### src/rtl/pause_pkg.sv
// Shared types and defaults for the CPU pause gate.
// Latency: n/a (declarations only).
// Backpressure: n/a.
package pause_pkg;

  // Gate FSM states; the encoding is visible on state_dbg.
  typedef enum logic [1:0] {
    ST_RUN   = 2'd0,
    ST_DRAIN = 2'd1,
    ST_HALT  = 2'd2,
    ST_STEP  = 2'd3
  } pause_state_t;

  // Qualified ce_in pulses to wait for an opcode fetch before forcing the halt.
  localparam int DRAIN_TIMEOUT_DEFAULT = 64;

endpackage

### src/rtl/cpu_pause_gate_edge_rise.sv
// One-flop rising-edge detector.
// Latency: combinational rise output, one-cycle history register.
// Backpressure: none; samples every clk_sys cycle.
module edge_rise (
  input  logic clk_sys,
  input  logic reset_n,
  input  logic d,
  output logic rise
);

  logic q;

  // History flop. Reset loads the live input so no false edge follows reset.
  always_ff @(posedge clk_sys) begin
    if (!reset_n) begin
      q <= d;
    end else begin
      q <= d;
    end
  end

  assign rise = d & ~q;

endmodule

### src/rtl/cpu_pause_gate.sv
// Halts the CPU clock-enable at an opcode-fetch boundary, with frame-step support.
// Latency: ce_out is combinational from ce_in; paused/state update one clk_sys after the decision.
// Backpressure: none; ce_in pulses are either passed or dropped, never queued.
module cpu_pause_gate
  import pause_pkg::*;
#(
  parameter  int DRAIN_TIMEOUT = DRAIN_TIMEOUT_DEFAULT,
  localparam int TW            = $clog2(DRAIN_TIMEOUT + 1)
) (
  input  logic       clk_sys,
  input  logic       reset_n,
  input  logic       pause_cpu,
  input  logic       step,
  input  logic       ce_in,
  input  logic       cpu_m1,
  input  logic       vblank,
  output logic       ce_out,
  output logic       paused,
  output logic [1:0] state_dbg
);

  localparam logic [TW-1:0] CNT_LAST = TW'(DRAIN_TIMEOUT - 1);

  pause_state_t  state;
  pause_state_t  state_nxt;
  logic          run_gate;
  logic          run_gate_nxt;
  logic          paused_nxt;
  logic [TW-1:0] drain_cnt;
  logic [TW-1:0] drain_cnt_nxt;
  logic          halt_mask;
  logic          step_rise;
  logic          vblank_rise;

  edge_rise u_step_edge (
    .clk_sys (clk_sys),
    .reset_n (reset_n),
    .d       (step),
    .rise    (step_rise)
  );

  edge_rise u_vblank_edge (
    .clk_sys (clk_sys),
    .reset_n (reset_n),
    .d       (vblank),
    .rise    (vblank_rise)
  );

  // Next-state, gate and counter decisions; halt_mask kills the pulse that ends a drain.
  always_comb begin
    state_nxt     = state;
    run_gate_nxt  = run_gate;
    paused_nxt    = paused;
    drain_cnt_nxt = drain_cnt;
    halt_mask     = 1'b0;
    case (state)
      ST_RUN: begin
        run_gate_nxt = 1'b1;
        paused_nxt   = 1'b0;
        if (pause_cpu) begin
          state_nxt     = ST_DRAIN;
          drain_cnt_nxt = '0;
        end
      end
      ST_DRAIN: begin
        if (!pause_cpu) begin
          // Abort wins over a boundary in the same cycle; the pulse passes.
          state_nxt     = ST_RUN;
          drain_cnt_nxt = '0;
        end else if (ce_in) begin
          if (cpu_m1 || (drain_cnt == CNT_LAST)) begin
            halt_mask    = 1'b1;
            state_nxt    = ST_HALT;
            run_gate_nxt = 1'b0;
            paused_nxt   = 1'b1;
          end else begin
            // Below CNT_LAST here, so the increment saturates by construction.
            drain_cnt_nxt = drain_cnt + 1'b1;
          end
        end
      end
      ST_HALT: begin
        if (!pause_cpu) begin
          state_nxt    = ST_RUN;
          run_gate_nxt = 1'b1;
          paused_nxt   = 1'b0;
        end else if (step_rise) begin
          state_nxt    = ST_STEP;
          run_gate_nxt = 1'b1;
          paused_nxt   = 1'b0;
        end
      end
      ST_STEP: begin
        if (!pause_cpu) begin
          state_nxt = ST_RUN;
        end else if (vblank_rise) begin
          // Frame done: drain again and re-halt at the next boundary.
          state_nxt     = ST_DRAIN;
          drain_cnt_nxt = '0;
        end
      end
      default: begin
        state_nxt = ST_RUN;
      end
    endcase
  end

  // State, gate, acknowledge and drain counter registers.
  always_ff @(posedge clk_sys) begin
    if (!reset_n) begin
      state     <= ST_RUN;
      run_gate  <= 1'b1;
      paused    <= 1'b0;
      drain_cnt <= '0;
    end else begin
      state     <= state_nxt;
      run_gate  <= run_gate_nxt;
      paused    <= paused_nxt;
      drain_cnt <= drain_cnt_nxt;
    end
  end

  assign ce_out    = ce_in & run_gate & ~halt_mask;
  assign state_dbg = state;

endmodule
### config.mk
export PLATFORM = sky130hd
export DESIGN_NAME = cpu_pause_gate
export DESIGN_NICKNAME = d
export VERILOG_FILES = /design/src/rtl/pause_pkg.sv /design/src/rtl/cpu_pause_gate_edge_rise.sv /design/src/rtl/cpu_pause_gate.sv
export SDC_FILE = /design/constraint.sdc
export NUM_CORES = 1
export LEC_CHECK = 0
export BUFFER_PORTS_ARGS = -buffer_cell sky130_fd_sc_hd__clkbuf_2
export CORE_UTILIZATION = 40
export CTS_CLUSTER_DIAMETER = 80
export CTS_CLUSTER_SIZE = 25
export DETAILED_ROUTE_END_ITERATION = 7
export GPL_ROUTABILITY_DRIVEN = 0
export PLACE_DENSITY = 0.68
export RECOVER_POWER = 25
export SYNTH_ARGS = -nofsm -noshare
export SYNTH_HDL_FRONTEND = slang
export SYNTH_SLANG_ARGS = --single-unit
### constraint.sdc
create_clock -name clk_sys -period 1.4 [get_ports clk_sys]
set_input_delay 0.21 -clock clk_sys [delete_from_list [all_inputs] [get_ports clk_sys]]
set_output_delay 0.21 -clock clk_sys [all_outputs]
set_load 0.01 [all_outputs]
## After elaboration in Yosys (flattened, before gate mapping)

Cells that the tools add are included.

| word-level totals | value |
|---|---|
| bits in registers | 13 |
| input port bits | 7 |

| operators by class | value |
|---|---|
| $add $sub $neg | 1 |
| equality and inequality tests | 15 |
| multiplexer cells | 32 |
| bitwise operators | 7 |
| reduce and logical (&&, ||, !) cells | 7 |

Operators with widths:

| kind | count |
|---|---|
| 2-to-1 mux 7 bit | 6 |
| case mux 7 bit (3 select lines) | 1 |
| 2-to-1 mux 2 bit | 8 |
| 2-to-1 mux 1 bit | 14 |
| != test 3 bit, second input constant | 4 |
| != test 2 bit, second input constant | 5 |
| AND reduction 5 bit | 2 |
| case mux 2 bit (4 select lines) | 1 |
| adder 7 x 1 -> 7 bit, second input constant | 1 |
| equality test 7 x 6 -> 1 bit, second input constant | 1 |
| case mux 1 bit (3 select lines) | 2 |
| AND reduction 6 bit | 1 |
| nonzero test 3 bit | 2 |
| bitwise AND 1 bit | 4 |
| equality test 2 bit, second input constant | 2 |
| != test 3 x 2 -> 1 bit, second input constant | 1 |
| inverter 1 bit | 3 |
| equality test 2 x 1 -> 1 bit, second input constant | 1 |
| zero test 2 bit | 1 |
| != test 2 x 1 -> 1 bit, second input constant | 1 |
| logical OR 1 bit | 1 |

## Logic depth before layout (Yosys ltp)

Gate-level depths: netlist of run 1.

| depth | value |
|---|---|
| word-level depth | 8 |
| mapped depth | 5 |
| gate-level depth less buffers | 5 |

## Hierarchy

Synthesis of run 1 repeated with hierarchy kept, for this count alone.

| second synthesis, totals | value |
|---|---|
| cell total of the unflattened synthesis | 81 |
| area, all modules | 688.2 um^2 |

Modules (own cells, without submodules):

| module | instances | cells each | area each (um^2) |
|---|---|---|---|
| cpu_pause_gate | 1 | 77 | 620.6 |
| edge_rise | 2 | 2 | 33.8 |

## Worst setup path before layout of run 1

Ideal clock, no wire load.

| path | value |
|---|---|
| path type | reg-to-reg |
| from | register drain_cnt[0] |
| to | register drain_cnt[1] |
| setup time | 0.117 ns |
| arrival time | 1.385 ns |
| required time | 1.283 ns |
| slack | -0.102 ns |
| stages on the path, launching flop included | 6 |
| buffers on the path | 0 |
| cell sequence | dfxtp_1 -> ha_1 -> and3_2 -> a21o_2 -> a22o_1 -> a32o_1 |

| on the way | value |
|---|---|
| cells in the longest elaborated chain, start to end | 5 |
| elaborated cells on any way between the ends | 9 |
| those cells by class | add/sub: 1; eq/ne: 2; mux: 4; reduce/logical: 2 |

Ends and longest elaborated chain:

| what | line | RTL |
|---|---|---|
| from (decl) | cpu_pause_gate.sv:29 | `logic [TW-1:0] drain_cnt;` |
| from (signal assigned) | cpu_pause_gate.sv:119 | `drain_cnt <= drain_cnt_nxt;` |
| adder 7 x 1 -> 7 bit | cpu_pause_gate.sv:78 | `drain_cnt_nxt = drain_cnt + 1'b1;` |
| 2-to-1 mux 7 bit | cpu_pause_gate.sv:71 | `if (cpu_m1 \|\| (drain_cnt == CNT_LAST)) begin` |
| 2-to-1 mux 7 bit | cpu_pause_gate.sv:70 | `end else if (ce_in) begin` |
| 2-to-1 mux 7 bit | cpu_pause_gate.sv:66 | `if (!pause_cpu) begin` |
| case mux 7 bit (3 select lines) | cpu_pause_gate.sv:56 | `case (state)` |

Several ways; a longest one is shown, not always the timed one. The select of a mux whose other input is x is not followed.
A chain may end at the register's enable or synchronous reset.

## Final worst setup path of run 1

| path | value |
|---|---|
| from | register drain_cnt[0] |
| to | output port ce_out |

| on the way | value |
|---|---|
| cells in the longest elaborated chain, start to end | 8 |

Ends and longest elaborated chain:

| what | line | RTL |
|---|---|---|
| equality test 7 x 6 -> 1 bit | cpu_pause_gate.sv:71 |  |
| logical OR 1 bit | cpu_pause_gate.sv:71 |  |
| 2-to-1 mux 1 bit | cpu_pause_gate.sv:71 |  |
| 2-to-1 mux 1 bit | cpu_pause_gate.sv:70 |  |
| 2-to-1 mux 1 bit | cpu_pause_gate.sv:66 |  |
| 2-to-1 mux 1 bit | cpu_pause_gate.sv:56 |  |
| inverter 1 bit | cpu_pause_gate.sv:123 | `assign ce_out = ce_in & run_gate & ~halt_mask;` |
| bitwise AND 1 bit | cpu_pause_gate.sv:123 |  |
| to (decl) | cpu_pause_gate.sv:17 | `output logic ce_out,` |

Every way passes these cells.

==> summary by stage, run 1 <==
Pwr
The peak supply drop is 516 µV. In this run the power density over the cells is 742 mW/mm². The total leakage power is 0.000429 µW.

Critical path
The required time of the worst setup path is 1190 ps. The depth of the most critical reg-to-reg path is 6. In this run the worst path has a maximum fanout of 2. The reg-to-reg endpoint is drain_cnt[1]. STA puts the critical path data arrival time at 1430 ps. The startpoint identified for the worst register-to-register timing path is drain_cnt[0]. The kind of critical path is reg2out. The critical path starts at drain_cnt[0].

The worst register-to-register path has a setup slack of -170 ps. The most critical setup path has its endpoint at ce_out. STA classifies the critical path endpoint as an output pin.

The element type at the critical path start is a flip-flop.

Drt
The detailed router put a total of 885 µm of wire on met1. The first routing iteration left 18 violations. Summed over all layers, the routed wires come to 2010 µm. In the routed design, unresolved DRC markers number 0. In the detailed route, the total length drawn on met3 is 100 µm. In the routed layout, each cell is associated on average with a via count of 5.74. Once detail routing completed, the nets flagged for antenna violations numbered 0. The topmost layer with routed signal wires is met4. The per-cell routed wire length is 14.6 µm. Before antenna repair, the detailed router went through 4 iterations. Detailed routing placed a total of 980 µm of wire on met2. The detailed router placed 787 vias in this run.

Synth
After synthesis the cells add up to 751 µm². The primary flip-flop cell chosen by synthesis mapping is sky130_fd_sc_hd__dfxtp_1. The synthesized netlist devotes 28.5% of its cell area to simple gates. After synthesis, the largest family of logic cells by area is compound AO/OA/AOI/OAI gates.

The share of synthesized flip-flops with an asynchronous set or reset is 0%. The synthesized netlist devotes 30.2% of its cell area to compound gates. The post-synthesis instance total is 83. The average cell area after synthesis is 9.04 µm².

For this run, the number of Yosys warnings is 0. The synthesized netlist devotes 1.67% of its cell area to adder and majority cells. The synthesized netlist devotes 0% of its cell area to XOR and XNOR gates. The synthesized netlist contains 38 unique library cells. In this run, synthesis produced a sequential element count of 13. The multiplexer share of the synthesized area is 1.33%.

Of the synthesized area, sequential elements account for 34.7%. When the netlist entered floorplanning its net count stood at 91. In this run, synthesis inferred 0 flip-flops with an integrated enable.

Global route
The number of antenna violations at the first check in global routing is 0. The all-layer global routing usage is 21.0%. The first global-routing pass estimated 3100 µm of wire. The number of global-route vias before repair is 685. The overflow left after global routing is 0. The largest net degree at the start of global routing is 12.

Layout
The count of antenna diodes in the layout is 0. The post-route netlist has 48.2% of its cells at a drive strength greater than 1. The final layout net count is 121.

The layout-stage area growth over the synthesis result is 44.7%. After filler insertion, the fill cell instance count of the layout stands at 164. The final design utilization is 62.2%.

Clocking
The deepest level of the CTS H-tree is 1. The TritonCTS clock tree is done. Buffers inserted to repair hold after CTS numbered 0. The number of buffers added by the clock tree synthesis step is 3.

The clock-pin slew reported for the worst setup and hold paths after clock tree synthesis is 90 ps. The clock latency at the later pin of the worst-skew pair is 280 ps. The clock net in this run drives a total of 13 sinks. The tree is rooted in a sky130_fd_sc_hd__clkbuf_4. The maximum clock insertion buffer count is 2.

Floorplan
The width of the die is 45.3 µm. The total core area is 0.00175 mm². The die is 45.3 µm tall.

After floorplanning, the core was divided into 15 placement rows. The die area is 0.00205 mm². Pin placement for this block handled 11 I/O pins. The starting density of the core is 43.0%.

Timing
The smallest setup slack after layout is -236 ps. Based on the critical path, the design can be clocked at up to 0.611 GHz. The setup-violating endpoint count in the final report is 8. The final-report hold violation count came to 0.

For the pin with the worst max-slew slack, the measured transition is 393 ps. The max-slew violation total from the final report is 0. The tightest hold path in the finished design has a slack of 45.5 ps. Counting I/O delays and the setup requirement, the final critical path takes 1640 ps.

Setup repair after global routing could not meet its margin everywhere. The worst relative slew slack is 73.6%. On the final layout, the worst clock skew is 2.40 ps.

The worst path uses 117% of the clock period.

Outcome
The checks that failed: setup timing. The flow ran to the end, but the final reports show violations.

Placed design
The port buffer count is 10. Timing analysis after detailed placement gives a worst setup slack of -57.1 ps. The half-perimeter wire length after placement is 1330 µm.

Job
Max-cap violations in this run came to 0.

Worst hold path
The type of the worst min-delay path is in2reg.
==> cells by family after synthesis <==
family / after synthesis
AOI/OAI and AO/OA: 28
adders and majority gates: 1
buffers and inverters: 5
DFF: 13
muxes: 1
and+or+nand+nor: 35
==> cell usage in the layout (no fill, tap or decap), types with 2 or more instances in the layout <==
cell	n
sky130_fd_sc_hd__buf_4	16
sky130_fd_sc_hd__nand2_1	13
sky130_fd_sc_hd__dfxtp_1	9
sky130_fd_sc_hd__clkbuf_2	7
sky130_fd_sc_hd__a21oi_1	5
sky130_fd_sc_hd__dfxtp_2	4
sky130_fd_sc_hd__nor2b_1	3
sky130_fd_sc_hd__a31oi_1	3
sky130_fd_sc_hd__clkbuf_4	3
sky130_fd_sc_hd__clkbuf_1	3
sky130_fd_sc_hd__nand2b_1	2
sky130_fd_sc_hd__nor2_1	2
sky130_fd_sc_hd__and3_1	2
sky130_fd_sc_hd__nand3_1	2
sky130_fd_sc_hd__inv_1	2
sky130_fd_sc_hd__o32ai_2	2
sky130_fd_sc_hd__and2_1	2
sky130_fd_sc_hd__buf_6	2
==> flip-flops by register name, indices dropped and copies added, names as in the netlist <==
register         count
drain_cnt            7
state_dbg            2
paused               1
run_gate             1
u_step_edge.q        1
u_vblank_edge.q      1
==> worst max-delay path: stages (launching register included) <==
cell,delay [ps]
sky130_fd_sc_hd__dfxtp_2,340
sky130_fd_sc_hd__ha_4,150
sky130_fd_sc_hd__and3_4,190
sky130_fd_sc_hd__a21o_4,200
sky130_fd_sc_hd__a21oi_2,120
sky130_fd_sc_hd__buf_2,140
==> power breakdown <==
part	switching, µW	leakage, µW	internal, µW
sequential	10.8	0.000108	379
combinational	86.0	0.000306	80.3
clock	139	0.0000150	111
total	235	0.000429	570
==> timing repair <==
| item | in CTS | in global routing |
|---|---|---|
| resized for setup | 13 | 9 |
| setup buffers | 4 | 0 |
| endpoints found under the setup margin | 9 | 10 |
| pin swaps | 5 | 5 |
==> cell usage after synthesis, types with 2 or more instances <==
library cell	count	area share [%]
sky130_fd_sc_hd__a31oi_1	3	2.5
sky130_fd_sc_hd__o32ai_1	2	2.3
sky130_fd_sc_hd__and2_1	2	1.7
sky130_fd_sc_hd__nand2_1	13	6.5
sky130_fd_sc_hd__inv_1	2	1.0
sky130_fd_sc_hd__nand3_1	3	2.0
sky130_fd_sc_hd__dfxtp_1	13	35
sky130_fd_sc_hd__nor2b_1	3	2.5
sky130_fd_sc_hd__buf_4	2	2.0
sky130_fd_sc_hd__and3_1	2	1.7
sky130_fd_sc_hd__nand2b_1	2	1.7
sky130_fd_sc_hd__a21boi_0	2	2.0
sky130_fd_sc_hd__a21oi_1	7	4.7
sky130_fd_sc_hd__nor2_1	2	1.0
sky130_fd_sc_hd__a211oi_1	2	2.0
==> area by class of cell <==
type,count,area (µm²),share of cell area (%)
clock buffers,4,26.3,2.42
flip-flops and latches,13,265,24.4
inverters,2,7.51,0.691
multi-input cells,65,566,52.1
well taps,25,31.3,2.88
repair buffers,28,190,17.5
==> per-layer routing <==
layer | GRT usage, % | up-vias
li1 | - | 370
met1 | 27.7 | 383
met2 | 32.5 | 28
met3 | 3.60 | 6
met4 | 10.9 | 0
met5 | 0 | -
==> through the flow <==
stage	instance area [µm²]	TNS, ps	power (µW)	std cells
final	1090	-931	806	137
after global routing	1090	-1310	832	137
after CTS	1040	-1040	790	137
after detailed placement	930	-212	535	129
after global placement	930	-100	534	129
after floorplan	763	-0.944	479	83
==> worst min-delay path by stage <==
stage,start,end,slack (ps),cells after the start
2_1_floorplan,step,u_step_edge.q,240,0
3_3_place_gp,step,u_step_edge.q,330,1
3_5_place_dp,step,u_step_edge.q,330,1
4_1_cts,step,u_step_edge.q,40,1
5_1_grt,step,u_step_edge.q,60,1
6_report,step,u_step_edge.q,50,1
No activity file was read; power rests on OpenSTA's default activity.
==> inputs of run 2 (changes only) <==
--- a/config.mk
+++ b/config.mk
@@ -5,13 +5,14 @@
 export SDC_FILE = /design/constraint.sdc
 export NUM_CORES = 1
 export LEC_CHECK = 0
+export ABC_AREA = 1
 export BUFFER_PORTS_ARGS = -buffer_cell sky130_fd_sc_hd__clkbuf_2
 export CORE_UTILIZATION = 40
 export CTS_CLUSTER_DIAMETER = 80
 export CTS_CLUSTER_SIZE = 25
 export DETAILED_ROUTE_END_ITERATION = 7
 export GPL_ROUTABILITY_DRIVEN = 0
-export PLACE_DENSITY = 0.68
+export PLACE_DENSITY = 0.67
 export RECOVER_POWER = 25
 export SYNTH_ARGS = -nofsm -noshare
 export SYNTH_HDL_FRONTEND = slang
==> run 2 against run 1 <==
The run still ends with setup timing left. Final area is 2.2% higher. Utilization decreased by 0.63 points. Global-route usage down 1.7 points. Die area increased by 6.5%. Final cell count up 26%. Fmax rose by 0.43%. Critical path depth increased by 3. Critical path type unchanged. Highest routed layer unchanged.
==> summary by stage, run 2 <==
Job
The reported max-cap violation count is 0.

Floorplan
11 I/O pins were placed. The width of the die is 46.8 µm. The number of standard-cell rows in the floorplan is 15. The die covers 0.00219 mm².

From bottom edge to top edge, the die measures 46.8 µm. The starting density of the core is 44.5%. After floorplanning, the core was sized to cover 0.00180 mm².

Drt
The mean number of vias per cell is 4.91. The first TritonRoute pass finished after 4 iterations. The number of DRC violations after detailed-routing iteration 0 is 22. For this run, design rule violations remaining after detail routing come to 0. The number of nets with antenna violations after detailed routing is 0. The routed layout has 844 vias. The detailed-route wire length is 1890 µm. After detailed routing, the average wire length per cell comes to 11.0 µm.

Timing
The final-report hold violation count is 0. Headroom to the max-slew limit came out at 79.8%. Setup repair after global routing could not meet its margin everywhere. The transition time at the pin with the least slew margin is 302 ps. The final worst clock skew is 1.87 ps. The max-slew violation total from the final report came to 0. The setup-violating endpoint count in the final report is 8. The highest clock frequency the design can meet is 0.614 GHz.

The post-route clock period utilization is 116%. In the post-route analysis, the smallest setup slack over all paths is -229 ps. The final critical delay including setup and external delays is 1630 ps.

Pwr
The switching power is 1050 µW. IR analysis of the VDD net gives a maximum drop of 1390 µV. The sequential fraction of design power is 27.0%.

The total power density per cell area is 2000 mW/mm². Net switching is 47.2% of the power. The combinational power share is 62.4%. In this run, the clock network consumes 10.6% of the power. The internal power is 1170 µW. The total leakage power is 0.000523 µW.

Global route
The met1 track demand over resource in global routing is 22.4%. For this run, global-route usage on met2 was measured as 34.2%. The number of antenna violations at the first check in global routing is 0. The first-pass GRT wire length is 3020 µm.

In this run the most used layer during global routing was met2. Entering global routing, the biggest net connects 11 pins. The number of global-route vias before repair was 782. Global routing used 19.3% of the available tracks.

For this run, global-route usage on met3 was measured as 2.31%. After global routing the overflow that remains totals 0.

Critical path
The critical path endpoint category is an output pin. For the worst flop-to-flop path, the logic depth is 12. The highest net fanout along the worst path is 2.

The worst setup path is launched from a flip-flop. The worst setup path is of the reg2out kind. The most critical setup path has its endpoint at ce_out. The signal arrival time at the worst endpoint is 1420 ps.

The startpoint of the worst register-to-register path is drain_cnt[1]. Tracing the worst setup path back leads to its startpoint at drain_cnt[1]. In this run the critical register-to-register path is captured at drain_cnt[1]. The worst reg-to-reg setup slack is -130 ps. For the worst setup path, the data required time is 1190 ps.

Synth
The average cell area after synthesis is 6.57 µm². The share of synthesized flip-flops with an asynchronous set or reset is 0%. The compound-gate portion of the synthesized area is 8.42%. The synthesized netlist devotes 0% of its cell area to XOR and XNOR gates. During synthesis, Yosys emitted a total of 0 warnings. By area the synthesized netlist is led by sky130_fd_sc_hd__dfxtp_1 (32%), sky130_fd_sc_hd__nand2_1 (13%), sky130_fd_sc_hd__nor2_1 (11%), sky130_fd_sc_hd__inv_1 (6.1%), sky130_fd_sc_hd__nand3_1 (5.6%). In this run, synthesis produced a sequential element count of 13. The mapped netlist covers 802 µm². After synthesis, flip-flops and latches occupy 32.4% of the total area.

The largest total area in the synthesized netlist belongs to sky130_fd_sc_hd__dfxtp_1. Among all flip-flop cells after synthesis, the most frequent one is sky130_fd_sc_hd__dfxtp_1. The synthesized netlist devotes 1.56% of its cell area to adder and majority cells. The number of nets handed over by synthesis was 130.

By area, the combinational part of the netlist is dominated by simple AND/OR/NAND/NOR gates. By instance count, the leading cell after synthesis is sky130_fd_sc_hd__nand2_1. The share of synthesized area in the top cell type comes to 32.4%. The multiplexer share of the synthesized area is 0%. The synthesized design contains 0 enable-type register cells. The number of distinct standard cells referenced by the synthesized netlist is 22. In the synthesized netlist, the cells that appear most often are sky130_fd_sc_hd__nand2_1 (28), sky130_fd_sc_hd__nor2_1 (24), sky130_fd_sc_hd__dfxtp_1 (13), sky130_fd_sc_hd__inv_1 (13), sky130_fd_sc_hd__nand3_1 (9). The post-synthesis instance total is 122.

The post-synthesis simple-gate area fraction is 48.0%.

Layout
The layout-stage area growth over the synthesis result is 38.4%. The multi-input logic area is 566 µm². The total of fill cells in the finished design is 178. At the end of the flow the core is filled with cells to 61.6%. The number of antenna diodes in the final layout is 0. The number of flip-flops in the largest register is 7. The layout cell share with drive strength beyond 1 is 38.8%. The final layout net count is 156. The non-filler instance count after layout is 172. The most frequent standard cell in the layout excluding fill and tap cells is sky130_fd_sc_hd__nand2_1. In the layout the commonest cells are sky130_fd_sc_hd__nand2_1 (22), sky130_fd_sc_hd__nor2_1 (20), sky130_fd_sc_hd__inv_1 (13).

Summing all flip-flop and latch instances after layout gives 264 µm². Ranked by flip-flop count, first place goes to drain_cnt.

Clocking
Clock-pin slew was measured on the worst setup and hold paths at 80 ps. The number of clock sinks is 13. The clock latency at the later pin of the worst-skew pair is 280 ps. The longest clock path from root to sink contains 2 buffers. The root buffer cell is sky130_fd_sc_hd__clkbuf_4.

The TritonCTS clock tree is done. Counting the buffers created by CTS gives 3. The deepest level of the CTS H-tree is 1.

Placed design
The worst setup timing slack at the placement stage is 37.9 ps. Port buffering added 10 buffers. Including well taps, the total number of placed cells is 163. Detailed placement finished with a half-perimeter wire length of 1280 µm.

Outcome
The final reports fail on setup timing. The flow ran to the end, but the final reports show violations.

Worst hold path
The type of the worst min-delay path is in2reg.
-- run 2: worst min-delay path by stage --
stage / startpoint / endpoint / slack, ps / cells after the start
floorplan: step / u_step_edge.q / 240 / 0
global placement: step / u_step_edge.q / 330 / 1
detailed placement: step / u_step_edge.q / 330 / 1
CTS: step / u_step_edge.q / 40 / 1
global route: step / u_step_edge.q / 40 / 1
finish: step / u_step_edge.q / 40 / 1
-- run 2: cell families (layout without fill, tap and decap cells) --
kind of cell	count (synthesis)	in the layout
buf+inv	17	41
flops	13	13
compound gates	13	13
fa+ha+maj	1	1
simple gates	78	79
-- run 2: cell type report --
class	instances	share of cell area (%)
Multi-Input combinational cell	93	51.0
Sequential cell	13	23.8
Timing Repair Buffer	21	13.5
Clock buffer	4	2.37
Tap cell	25	2.82
Inverter	16	6.54
-- run 2: through the flow --
| step | total power, µW | area, µm² | setup TNS, ps | hold slack (ps) |
|---|---|---|---|---|
| finish | 2220 | 1110 | -851 | 44.6 |
| global route | 2420 | 1110 | -1800 | 41.0 |
| CTS | 1900 | 981 | -199 | 43.0 |
| detailed placement | 1620 | 925 | 0 | 330 |
| global placement | 1600 | 925 | 0 | 330 |
| floorplan | 1340 | 802 | 0 | 238 |
-- run 2: layer usage --
layer | vias to the layer above | share of wire, %
li1 | 434 | -
met1 | 382 | 45
met2 | 21 | 49
met3 | 7 | 3.4
met4 | 0 | 2.3
met5 | - | 0
-- run 2: worst max-delay path, cell delays in order (launching register included) --
cell and delay (ps):
sky130_fd_sc_hd__dfxtp_2 360, sky130_fd_sc_hd__ha_4 140, sky130_fd_sc_hd__nand2_2 50, sky130_fd_sc_hd__nor2_1 100, sky130_fd_sc_hd__nand2_1 90, sky130_fd_sc_hd__nand2_2 100
sky130_fd_sc_hd__nand2_4 50, sky130_fd_sc_hd__and3_4 140, sky130_fd_sc_hd__buf_6 110
-- run 2: what timing repair did --
item                                    in CTS  in global routing
setup buffers                                1                  3
endpoints found under the setup margin       1                 10
gates resized for setup                      6                 27
pin swaps                                    3                 13
gates cloned                                 0                  1
hold buffers                                 0                  0
-- run 2: power groups by stage --
stage / clock [µW] / sequential [µW] / combinational [µW]
after global routing: 260 / 613 / 1540
after detailed placement: 0 / 582 / 1040
after floorplan: 0 / 624 / 717
final: 236 / 598 / 1380
after CTS: 245 / 596 / 1060
after global placement: 0 / 578 / 1020
